--- src/rtl/instr_fetch_sequencer.sv ---
// rtl/instr_fetch_sequencer.sv - multi-byte instruction fetch sequencer for the SAP-2 control unit
// Optional memory wait states in READ_BYTE are enabled by defining FETCH_WAIT_STATES_EN.
module instr_fetch_sequencer #(
    parameter int DATA_WIDTH = 8,
    parameter int MAX_BYTES  = 3,
    parameter int LEN_W      = $clog2(MAX_BYTES + 1)
) (
    input  logic                                          clk,
    input  logic                                          reset,
    input  logic [LEN_W-1:0]                              instr_len,
    input  logic                                          is_halt,
    input  logic                                          exec_done,
    input  logic                                          mem_ready,
    output logic                                          load_origin,
    output logic                                          load_mar_pc,
    output logic                                          mem_read,
    output logic                                          oe_ram,
    output logic                                          load_ir,
    output logic [((MAX_BYTES > 1) ? MAX_BYTES-1 : 1)-1:0] load_temp,
    output logic                                          pc_enable,
    output logic                                          exec_start,
    output logic [LEN_W-1:0]                              byte_index,
    output logic                                          halted
);

    localparam int TEMP_W = (MAX_BYTES > 1) ? MAX_BYTES - 1 : 1;
    localparam logic [TEMP_W-1:0] TEMP_ONE = TEMP_W'(1);

    typedef enum logic [2:0] {
        INIT,
        LATCH_ADDRESS,
        READ_BYTE,
        LATCH_BYTE,
        CHK_MORE_BYTES,
        EXECUTE,
        HALTED
    } state_t;

    state_t           state, state_nx;
    logic [LEN_W-1:0] byte_index_nx;
    logic [LEN_W-1:0] len_reg, len_reg_nx;
    logic [LEN_W-1:0] len_clamped;
    logic [LEN_W-1:0] eff_len;
    logic [LEN_W-1:0] temp_sel;
    logic             exec_first;

    logic [DATA_WIDTH-1:0] unused_bus_width;
    assign unused_bus_width = '0;

`ifndef FETCH_WAIT_STATES_EN
    logic unused_mem_ready;
    assign unused_mem_ready = mem_ready;
`endif

    always_ff @(posedge clk or posedge reset) begin
        if (reset) begin
            state      <= INIT;
            byte_index <= '0;
            len_reg    <= '0;
            exec_first <= 1'b0;
        end else begin
            state      <= state_nx;
            byte_index <= byte_index_nx;
            len_reg    <= len_reg_nx;
            exec_first <= (state_nx == EXECUTE) && (state != EXECUTE);
        end
    end

    // Length from the decoder is only trusted on byte 0; 0 means a bare opcode.
    always_comb begin
        len_clamped = instr_len;
        if (instr_len == '0) begin
            len_clamped = LEN_W'(1);
        end else if (instr_len > LEN_W'(MAX_BYTES)) begin
            len_clamped = LEN_W'(MAX_BYTES);
        end
        eff_len  = (byte_index == '0) ? len_clamped : len_reg;
        temp_sel = byte_index - LEN_W'(1);
    end

    always_comb begin
        state_nx      = state;
        byte_index_nx = byte_index;
        len_reg_nx    = len_reg;
        load_origin   = 1'b0;
        load_mar_pc   = 1'b0;
        mem_read      = 1'b0;
        oe_ram        = 1'b0;
        load_ir       = 1'b0;
        load_temp     = '0;
        pc_enable     = 1'b0;
        exec_start    = 1'b0;
        halted        = 1'b0;

        case (state)
            INIT: begin
                load_origin   = 1'b1;
                byte_index_nx = '0;
                state_nx      = LATCH_ADDRESS;
            end
            LATCH_ADDRESS: begin
                load_mar_pc = 1'b1;
                state_nx    = READ_BYTE;
            end
            READ_BYTE: begin
                mem_read = 1'b1;
`ifdef FETCH_WAIT_STATES_EN
                if (mem_ready) begin
                    state_nx = LATCH_BYTE;
                end
`else
                state_nx = LATCH_BYTE;
`endif
            end
            LATCH_BYTE: begin
                oe_ram    = 1'b1;
                pc_enable = 1'b1;
                if (byte_index == '0) begin
                    load_ir = 1'b1;
                end else begin
                    load_temp = TEMP_ONE << temp_sel;
                end
                state_nx = CHK_MORE_BYTES;
            end
            CHK_MORE_BYTES: begin
                if (byte_index == '0) begin
                    len_reg_nx = len_clamped;
                end
                if (({1'b0, byte_index} + (LEN_W+1)'(1)) < {1'b0, eff_len}) begin
                    byte_index_nx = byte_index + LEN_W'(1);
                    state_nx      = LATCH_ADDRESS;
                end else begin
                    state_nx = EXECUTE;
                end
            end
            EXECUTE: begin
                exec_start = exec_first;
                if (is_halt) begin
                    state_nx = HALTED;
                end else if (exec_done) begin
                    byte_index_nx = '0;
                    state_nx      = LATCH_ADDRESS;
                end
            end
            HALTED: begin
                halted = 1'b1;
            end
            default: begin
                state_nx = INIT;
            end
        endcase
    end

endmodule

--- config.mk ---
export PLATFORM = sky130hd
export DESIGN_NAME = instr_fetch_sequencer
export DESIGN_NICKNAME = d
export VERILOG_FILES = /design/src/rtl/instr_fetch_sequencer.sv
export SDC_FILE = /design/constraint.sdc
export NUM_CORES = 1
export LEC_CHECK = 0
export CORE_MARGIN = 3
export CORE_UTILIZATION = 40
export CTS_BUF_LIST = sky130_fd_sc_hd__clkbuf_8
export DETAILED_ROUTE_END_ITERATION = 7
export PLACE_DENSITY = 0.78
export SLEW_MARGIN = 30
export SYNTH_ARGS = -nofsm -noshare
export SYNTH_HDL_FRONTEND = slang
export SYNTH_SLANG_ARGS = --single-unit
--- constraint.sdc ---
create_clock -name clk -period 3.9 [get_ports clk]
set_input_delay 0.78 -clock clk [delete_from_list [all_inputs] [get_ports clk]]
set_output_delay 0.78 -clock clk [all_outputs]
set_load 0.05 [all_outputs]
# == Word-level counts from Yosys, hierarchy flattened ==
# Index checks and enable logic that the tools add are counted.
# word_totals
inputBits,7
register_bits,8
elab_cells,48
# op_classes
n_eq_ne,11
shifts,1
n_reduce_logical,6
n_mux,21
n_lt_le_gt_ge,2
addsub,3
# ops
op,count
case mux 3 bit (7 select lines),1
two-way mux 2 bit,8
"equality test 3 bit, second input constant",4
two-way mux 3 bit,3
two-way mux 1 bit,8
"equality test 3 x 2 -> 1 bit, second input constant",2
"inequality test 2 bit, second input constant",3
case mux 2 bit (3 select lines),1
zero test 2 bit,2
AND reduction 4 bit,1
"adder 2 x 1 -> 3 bit, second input constant",1
"equality test 3 x 1 -> 1 bit, second input constant",1
zero test 3 bit,1
less-than comparator 3 x 2 -> 1 bit,1
"inequality test 3 bit, second input constant",1
nonzero test 3 bit,1
"adder 2 x 1 -> 2 bit, second input constant",1
"> comparator 2 bit, second input constant",1
"<< shifter 1 x 2 -> 2 bit, first input constant",1
"subtractor 2 x 1 -> 2 bit, second input constant",1
logical AND 1 bit,1

# == Longest topological paths before layout ==
# Gate-level depths: netlist of the first run.
# logic_depth
word_depth,9
mapped_depth,8

# == Worst setup path after synthesis of the first run ==
# No wires, ideal clock.
# synth_path
kind,register to output
from,reg state[2]
to,out load_temp[0] (netlist name)
slack_ns,1.128
stages_incl_launch_ff,5
t_arrival_ns,1.992
path_cell_list,dfrtp_1 > clkbuf_1 > nand2b_1 > nor2_1 > and2_1
# synth_via
elab_chain_cells,2
# synth_rtl
element,line,text
"start, declared",39,"state_t state, state_nx;"
"start signal, assigned",62,state <= state_nx;
equality test 3 x 2 -> 1 bit,95,case (state)
two-way mux 2 bit,95,
"end, declared",19,"output logic [((MAX_BYTES > 1) ? MAX_BYTES-1 : 1)-1:0] load_temp,"
# No other way between the ends.

# == Final worst setup path of the first run ==
# layout_path
from,reg state[2]
to,out load_ir
# layout_via
elab_chain_cells,2
# layout_rtl
element,line,text
equality test 3 x 2 -> 1 bit,95,
two-way mux 1 bit,95,
"end, declared",18,"output logic load_ir,"
# No other way between the ends.

==> results of run 1 <==
-- cells in the mapped netlist, types with 2 or more instances --
cell type / n / area share, %
nor2b_1: 3 / 3.3
o21ai_0: 3 / 2.6
a21oi_1: 2 / 1.8
dfrtp_1: 8 / 35
nor2_1: 7 / 4.6
ha_1: 4 / 8.8
inv_1: 5 / 3.3
and2_1: 3 / 3.3
nand2b_1: 4 / 4.4
nand2_1: 4 / 2.6
-- placed cells by master (no fill, tap or decap), types with 2 or more instances in the layout --
cell / count
and2_1: 3
clkdlybuf4s50_1: 17
o21ai_0: 3
nor2_1: 7
inv_1: 5
ha_1: 4
nor2b_1: 3
nand2b_1: 4
dfrtp_1: 8
nand2_1: 4
a21oi_1: 2
clkbuf_8: 3
-- path summary, 6_finish.rpt --
kind	start	slack [ps]	end
worst max-delay path	state[2]	1060	load_ir
worst min-delay path	len_reg[1]	480	len_reg[1]
worst max register to register	byte_index[0]	1410	byte_index[1]
worst min register to register	len_reg[1]	480	len_reg[1]
max in group asynchronous	reset	2890	len_reg[1]
min in group asynchronous	reset	800	state[2]
-- cell type report --
cell class / count / area (sq um)
clock buffer: 3 / 41.3
timing repair buffer: 17 / 170
inverter: 5 / 18.8
sequential: 8 / 200
multi-input combinational: 45 / 338
fill: 92 / 430
tap: 14 / 17.5
-- metrics by stage --
step | cell area [sq um] | power [mW] | instances | hold slack, ps
floorplan | 568 | 0.558 | 60 | 449
global placement | 744 | 0.676 | 89 | 475
detailed placement | 744 | 0.683 | 89 | 476
CTS | 786 | 0.776 | 92 | 484
global route | 786 | 0.828 | 92 | 522
finish | 786 | 0.768 | 92 | 481
-- critical path, cell delays in order, from the launching register on --
cell	delay [ps]
dfrtp_1	470
nand2b_1	200
nor2_1	200
and2_2	170
clkdlybuf4s50_1	790
-- where the power goes --
group          leakage (nW)  internal [mW]  switching [mW]  total [mW]
combinational         0.227          0.200           0.298       0.497
clock                0.0216         0.0663          0.0262      0.0925
sequential           0.0993          0.121          0.0574       0.179
total                 0.348          0.387           0.382       0.768
-- per-layer routing --
metal | track usage, % | vias to the layer above
li1 | - | 240
met1 | 16.0 | 191
met2 | 15.7 | 7
met3 | 4.15 | 0
met4 | 9.04 | 0
met5 | 0 | -
-- cell families (layout without fill, tap and decap cells) --
group                      after synthesis  in the layout  synth area share (%)
AOI/OAI and AO/OA                       12             12                  18.9
adders and majority gates                5              5                  12.3
buffers and inverters                    7             25                  5.29
DFF                                      8              8                  35.2
muxes                                    1              1                  1.76
and+or+nand+nor                         27             27                  26.4
==> results.sh, run 1 <==
export IMPL_core_sq_um=1220
export IMPL_required_ps=3120
export IMPL_cts_tree="built"
export IMPL_drv_slew=0
export IMPL_drc=0
export IMPL_whs_path_depth=2
export IMPL_htreeDepth=1
export IMPL_critical_path_max_fanout=12
export IMPL_areaGrowthSynthToFinish_pct=38.3
export IMPL_dieWidth_um=43.7
export IMPL_grt_pass1_wl_um=1620
export IMPL_leakage_nw=0.348
export IMPL_synth_seq_area_share_pct=35.2
export IMPL_grt_remaining_overflow=0
export IMPL_drt_iter0_drc=9
export IMPL_wire_per_inst_um=10.8
export IMPL_yosysWarnings=0
export IMPL_fin_setup_tns_ps=0
export IMPL_drt_pass1_iter_count=2
export IMPL_syn_area_sq_um=568
export IMPL_synth_edf_count=0
export IMPL_fin_crit_ps=2840
export IMPL_antenna_found_initial=0
export IMPL_p_per_area_nw_per_um2=978
export IMPL_post_cts_buffers=0
export IMPL_hpwlAfterDp_um=812
export IMPL_fin_ws_ps=1060
export IMPL_reg2regPathDepth=8
export IMPL_postCtsHoldBufs=0
export IMPL_clock_root_buffer="clkbuf_8"
export IMPL_utilization_pct=64.6
export IMPL_avgSynthCellArea_sq_um=9.47
export IMPL_ys_ff_latch=8
export IMPL_num_nets_final=92
export IMPL_rsz0062_at_grt="false"
export IMPL_end_kind="output pin"
export IMPL_finalCritPeriodShare_pct=72.9
export IMPL_io_buffers=17
export IMPL_grt_max_degree=13
export IMPL_cts_sinks=8
export IMPL_layout_drive_gt1_share_pct=8.97
export IMPL_cts_resized=0
export IMPL_final_hold_viol_count=0
export IMPL_max_slew_margin_pct=66.3
export IMPL_status="finished clean"
export IMPL_crit_arrival_ps=2060
export IMPL_largest_register_ffs=3
export IMPL_grt_pass1_vias=379
export IMPL_ios=19
export IMPL_ant_nets=0
export IMPL_cts_buffers=3
export IMPL_pre_cts_ws_ps=1050
export IMPL_place_gp_congestion=0.839
export IMPL_path_class="flip-flop to output pin"
export IMPL_fin_skew_ps=0.499
export IMPL_hold_class="flip-flop to flip-flop"
export IMPL_via_per_inst=4.76
export IMPL_clkTransAtPathRegs_ps=40
export IMPL_finalSetupViolations=0
export IMPL_top_layer="met3"
export IMPL_vias=438
export IMPL_rows=12
export IMPL_yosysUniqueCellTypes=27
export IMPL_initial_core_util_pct=46.7
export IMPL_diodes=0
export IMPL_worst_slew_pin_transition_ps=503
export IMPL_die_h_um=43.7
export IMPL_startpoint_type="flip-flop"
export IMPL_maxCapViolations=0
export IMPL_syn_nets=72
export IMPL_clockBufferDepth=2
export IMPL_gr_usage_all_layers_pct=12.0
export IMPL_synth_cells=60
export IMPL_die_area_sq_um=1910
export IMPL_dr_wl_met2_um=466
export IMPL_fmax_mhz=352
export IMPL_clk_latency_ps=220
export IMPL_routed_wl_um=992
export IMPL_async_reset_ff_share_pct=100
export IMPL_ys_flop_type="dfrtp_1"
export IMPL_wl_met3_um=40
export IMPL_vdd_ir_drop_worst_uv=536
export IMPL_drt_met1_wl_um=484
Power figures use the tool's default switching activity.
==> run 2, diff against run 1 <==
==> constraint.sdc (replaced) <==
create_clock -name clk -period 2.85 [get_ports clk]
set_input_delay 0.57 -clock clk [delete_from_list [all_inputs] [get_ports clk]]
set_output_delay 0.57 -clock clk [all_outputs]
set_load 0.05 [all_outputs]
==> run 2 against run 1 <==
Effect of this change: global-route usage rose by 1.1 points; worst setup slack got worse by 850 ps; die area did not move; wire length rose by 12%; register-to-register slack got worse by 970 ps; combinational power rose by 45%; flip-flop and latch count did not move.
==> results.sh, run 2 (same netlist as run 1, synthesis figures left out) <==
export IMPL_critical_path_max_fanout=12
export IMPL_cp_slowest_cell="clkdlybuf4s50_1"
export IMPL_clk_latency_ps=220
export IMPL_grt_pass1_wl_um=1870
export IMPL_ios=19
export IMPL_postCtsHoldBufs=0
export IMPL_cts_buffers=3
export IMPL_vdd_ir_drop_worst_uv=770
export IMPL_grt_remaining_overflow=0
export IMPL_pre_cts_ws_ps=219
export IMPL_drc=0
export IMPL_initial_core_util_pct=46.7
export IMPL_gr_usage_all_layers_pct=13.1
export IMPL_leakage_nw=0.353
export IMPL_diodes=0
export IMPL_p_per_area_nw_per_um2=1360
export IMPL_hp_start="len_reg[1]"
export IMPL_r2r_end="byte_index[1]"
export IMPL_finalSetupViolations=0
export IMPL_die_area_sq_um=1910
export IMPL_rows=12
export IMPL_fill_cells=110
export IMPL_finalCritPeriodShare_pct=92.7
export IMPL_core_sq_um=1220
export IMPL_drv_slew=0
export IMPL_r2r_setup_slack_ps=440
export IMPL_wire_per_inst_um=11.9
export IMPL_ant_nets=0
export IMPL_cts_tree="built"
export IMPL_num_nets_final=93
export IMPL_vias=458
export IMPL_routed_wl_um=1110
export IMPL_end_kind="output pin"
export IMPL_max_slew_margin_pct=66.1
export IMPL_reg2regPathDepth=8
export IMPL_fin_skew_ps=0.623
export IMPL_fin_crit_ps=2640
export IMPL_maxCapViolations=0
export IMPL_path_class="flip-flop to output pin"
export IMPL_fin_area_sq_um=793
export IMPL_areaGrowthSynthToFinish_pct=39.6
export IMPL_place_gp_congestion=0.841
export IMPL_grt_max_degree=13
export IMPL_dieWidth_um=43.7
export IMPL_grt_pass1_vias=419
export IMPL_layout_common_cells="17 x clkdlybuf4s50_1, 8 x dfrtp_1, 7 x nor2_1, 5 x inv_1"
export IMPL_die_h_um=43.7
export IMPL_antenna_found_initial=0
export IMPL_htreeDepth=1
export IMPL_hpwlAfterDp_um=936
export IMPL_post_cts_buffers=0
export IMPL_placed_area_sq_um=752
export IMPL_rsz0062_at_grt="false"
export IMPL_slowest_delay_ps=790
export IMPL_fin_ws_ps=208
export IMPL_final_common_cell="clkdlybuf4s50_1"
export IMPL_largest_register_ffs=3
export IMPL_final_hold_viol_count=0
export IMPL_fmax_mhz=378
export IMPL_drt_pass1_iter_count=4
export IMPL_whs_ps=479
export IMPL_crit_chain="nand2b_1 -> nor2_1 -> and2_2 -> clkdlybuf4s50_1"
export IMPL_hold_end="len_reg[1]"
export IMPL_clock_root_buffer="clkbuf_8"
export IMPL_clockBufferDepth=2
export IMPL_crit_arrival_ps=2070
export IMPL_power_mw=1.08
export IMPL_required_ps=2280
export IMPL_cts_resized=0
export IMPL_hold_class="flip-flop to flip-flop"
export IMPL_via_per_inst=4.92
export IMPL_whs_path_depth=2
export IMPL_drt_iter0_drc=12
export IMPL_r2r_start="byte_index[1]"
export IMPL_layout_drive_gt1_share_pct=10.1
export IMPL_startpoint_type="flip-flop"
export IMPL_cts_sinks=8
export IMPL_io_buffers=17
export IMPL_clkTransAtPathRegs_ps=40
export IMPL_worst_slew_pin_transition_ps=507
export IMPL_status="finished clean"
export IMPL_fin_setup_tns_ps=0
==> run 2: cell count changes in the layout (fill, tap and decap cells not counted) <==
cell | previous run | this run
buf_4 | 0 | 1
==> run 2: cell type report <==
| cell class | instances | area (sq um) | share of cell area, % |
|---|---|---|---|
| Tap cell | 14 | 17.5 | 2.21 |
| Sequential cell | 8 | 200 | 25.2 |
| Clock buffer | 3 | 41.3 | 5.21 |
| Multi-Input combinational cell | 45 | 338 | 42.6 |
| Timing Repair Buffer | 18 | 178 | 22.4 |
| Inverter | 5 | 18.8 | 2.37 |
==> run 2: metrics by stage <==
step / utilization (%) / cells
after floorplan: - / 60
after global placement: 61.8 / 90
after detailed placement: 61.8 / 90
after CTS: 65.2 / 93
after global routing: 65.2 / 93
final: 65.2 / 93
==> run 2: metal layers <==
metal	track usage, %	vias up	part of all wire (%)
li1	-	241	-
met1	18.9	210	49
met2	19.8	7	47
met3	1.24	0	3.5
met4	5.42	0	0
met5	0	-	0
==> run 2: power breakdown <==
group | switching [mW] | internal (mW) | total [mW]
clock network | 0.0354 | 0.0906 | 0.126
logic | 0.437 | 0.286 | 0.723
registers | 0.0645 | 0.166 | 0.230
total | 0.537 | 0.542 | 1.08
==> run 2: worst max path at each step <==
stage                    endpoint          start  depth (start not counted)  slack, ps
finish                    load_ir       state[2]                          4        210
floorplan           byte_index[1]  byte_index[0]                          8        180
global route              load_ir       state[2]                          4         50
global placement    byte_index[1]   instr_len[1]                          7        230
detailed placement  byte_index[1]   instr_len[1]                          7        220
CTS                       load_ir       state[2]                          4        190
==> run 2: critical path: cells and delay by family (launching register included) <==
family	cells	cell delay (ps)
buf+inv	1	790
flops	1	480
simple gates	3	590
==> run 3, diff against run 2 <==
--- a/config.mk
+++ b/config.mk
@@ -5,11 +5,11 @@
 export SDC_FILE = /design/constraint.sdc
 export NUM_CORES = 1
 export LEC_CHECK = 0
-export CORE_MARGIN = 3
-export CORE_UTILIZATION = 40
+export CORE_AREA = 2 2 39 41
 export CTS_BUF_LIST = sky130_fd_sc_hd__clkbuf_8
 export DETAILED_ROUTE_END_ITERATION = 7
-export PLACE_DENSITY = 0.78
+export DIE_AREA = 0 0 41 43
+export PLACE_DENSITY = 0.82
 export SLEW_MARGIN = 30
 export SYNTH_ARGS = -nofsm -noshare
 export SYNTH_HDL_FRONTEND = slang
==> run 3 against run 2 <==
Effect of this change: register-to-register slack got worse by 60 ps; combinational power barely moved; final cell count increased by 2.2%; first-iteration DRC count decreased by 42%; largest cell class unchanged.
==> results.sh, run 3 (same netlist as run 1, synthesis figures left out) <==
export IMPL_status="finished clean"
export IMPL_required_ps=2280
export IMPL_diodes=0
export IMPL_clockBufferDepth=2
export IMPL_critical_path_top_delay_family="buffers and inverters"
export IMPL_vdd_ir_drop_worst_uv=473
export IMPL_crit_start="state[2]"
export IMPL_drc=0
export IMPL_fmax_mhz=375
export IMPL_htreeDepth=1
export IMPL_die_h_um=43
export IMPL_dieWidth_um=41
export IMPL_clock_root_buffer="clkbuf_8"
export IMPL_post_cts_buffers=0
export IMPL_critical_path_max_fanout=12
export IMPL_wire_per_inst_um=12.0
export IMPL_drt_pass1_iter_count=4
export IMPL_grt_remaining_overflow=0
export IMPL_startpoint_type="flip-flop"
export IMPL_hp_start="len_reg[1]"
export IMPL_final_hold_viol_count=0
export IMPL_fin_area_sq_um=796
export IMPL_hpwlAfterDp_um=893
export IMPL_fin_crit_ps=2660
export IMPL_rows=14
export IMPL_fill_cells=123
export IMPL_leakage_nw=0.353
export IMPL_grt_max_degree=13
export IMPL_layout_common_cells="17 x clkdlybuf4s50_1, 8 x dfrtp_1, 7 x nor2_1, 5 x inv_1"
export IMPL_io_buffers=17
export IMPL_drv_slew=0
export IMPL_maxCapViolations=0
export IMPL_hold_class="flip-flop to flip-flop"
export IMPL_grt_pass1_wl_um=1750
export IMPL_slowest_delay_ps=790
export IMPL_finalSetupViolations=0
export IMPL_cp_slowest_cell="clkdlybuf4s50_1"
export IMPL_clkTransAtPathRegs_ps=40
export IMPL_placed_area_sq_um=754
export IMPL_crit_arrival_ps=2090
export IMPL_max_slew_margin_pct=66.4
export IMPL_cts_resized=0
export IMPL_die_area_sq_um=1760
export IMPL_rsz0062_at_grt="false"
export IMPL_fin_skew_ps=1.28
export IMPL_fin_setup_tns_ps=0
export IMPL_clk_latency_ps=230
export IMPL_place_gp_congestion=0.784
export IMPL_largest_register_ffs=3
export IMPL_end_kind="output pin"
export IMPL_areaGrowthSynthToFinish_pct=40.1
export IMPL_cts_tree="built"
export IMPL_p_per_area_nw_per_um2=1370
export IMPL_via_per_inst=5.12
export IMPL_gr_usage_all_layers_pct=15.1
export IMPL_crit_chain="nand2b_1 -> nor2_1 -> and2_2 -> clkdlybuf4s50_1"
export IMPL_postCtsHoldBufs=0
export IMPL_layout_drive_gt1_share_pct=10.1
export IMPL_vias=486
export IMPL_ant_nets=0
export IMPL_ios=19
export IMPL_finalCritPeriodShare_pct=93.5
export IMPL_core_sq_um=1380
export IMPL_worst_slew_pin_transition_ps=503
export IMPL_num_nets_final=93
export IMPL_final_common_cell="clkdlybuf4s50_1"
export IMPL_drt_iter0_drc=7
export IMPL_initial_core_util_pct=41.0
export IMPL_cts_sinks=8
export IMPL_cts_buffers=3
export IMPL_r2r_start="byte_index[1]"
export IMPL_routed_wl_um=1140
export IMPL_grt_pass1_vias=433
export IMPL_path_buf_inv=1
export IMPL_antenna_found_initial=0
export IMPL_path_class="flip-flop to output pin"
-- run 3: where the power goes --
part	internal, mW	switching (mW)
clock network	0.0915	0.0447
logic	0.287	0.439
registers	0.166	0.0643
total	0.544	0.548
-- run 3: area by class of cell --
| type | count | area (sq um) | share of cell area, % |
|---|---|---|---|
| Clock buffer | 3 | 41.3 | 5.19 |
| Timing Repair Buffer | 18 | 178 | 22.3 |
| Sequential cell | 8 | 200 | 25.2 |
| Multi-Input combinational cell | 45 | 338 | 42.5 |
| Inverter | 5 | 18.8 | 2.36 |
| Tap cell | 16 | 20.0 | 2.52 |
-- run 3: worst reg2reg max path: cells and delay by family, from the launching register on --
kind / cells / cell delay, ps
adder cells (fa/ha/maj): 2 / 720
AND/OR/NAND/NOR: 1 / 210
AO/OA/AOI/OAI: 3 / 700
flip-flops: 1 / 460
buffers and inverters: 1 / 90
multiplexers: 1 / 180
-- run 3: per-stage QoR --
step | std cells | total power [mW] | hold WS, ps | utilization, % | setup WS (ps)
2_1_floorplan | 60 | 0.763 | 386 | - | 182
3_3_place_gp | 92 | 0.931 | 473 | 54.5 | 210
3_5_place_dp | 92 | 0.955 | 482 | 54.5 | 176
4_1_cts | 95 | 1.09 | 490 | 57.5 | 178
5_1_grt | 95 | 1.16 | 513 | 57.5 | 75.6
6_report | 95 | 1.09 | 496 | 57.5 | 186
-- run 3: path summary, 6_finish.rpt --
kind / end / slack (ps) / cells past startpoint
worst max register to register: byte_index[1] / 380 / 8
worst min-delay path: len_reg[1] / 500 / 2
worst min register to register: len_reg[1] / 500 / 2
worst max-delay path: load_ir / 190 / 4
max in group asynchronous: len_reg[0] / 2040 / 2
min in group asynchronous: state[1] / 580 / 2
-- run 3: routing by layer --
layer  vias to the layer above  wire length, um  global-route usage [%]
met5                         -                0                       0
met4                         0               34                    10.0
met3                         4               69                    3.14
met2                        19              545                    23.4
met1                       221              495                    17.5
li1                        242                -                       -
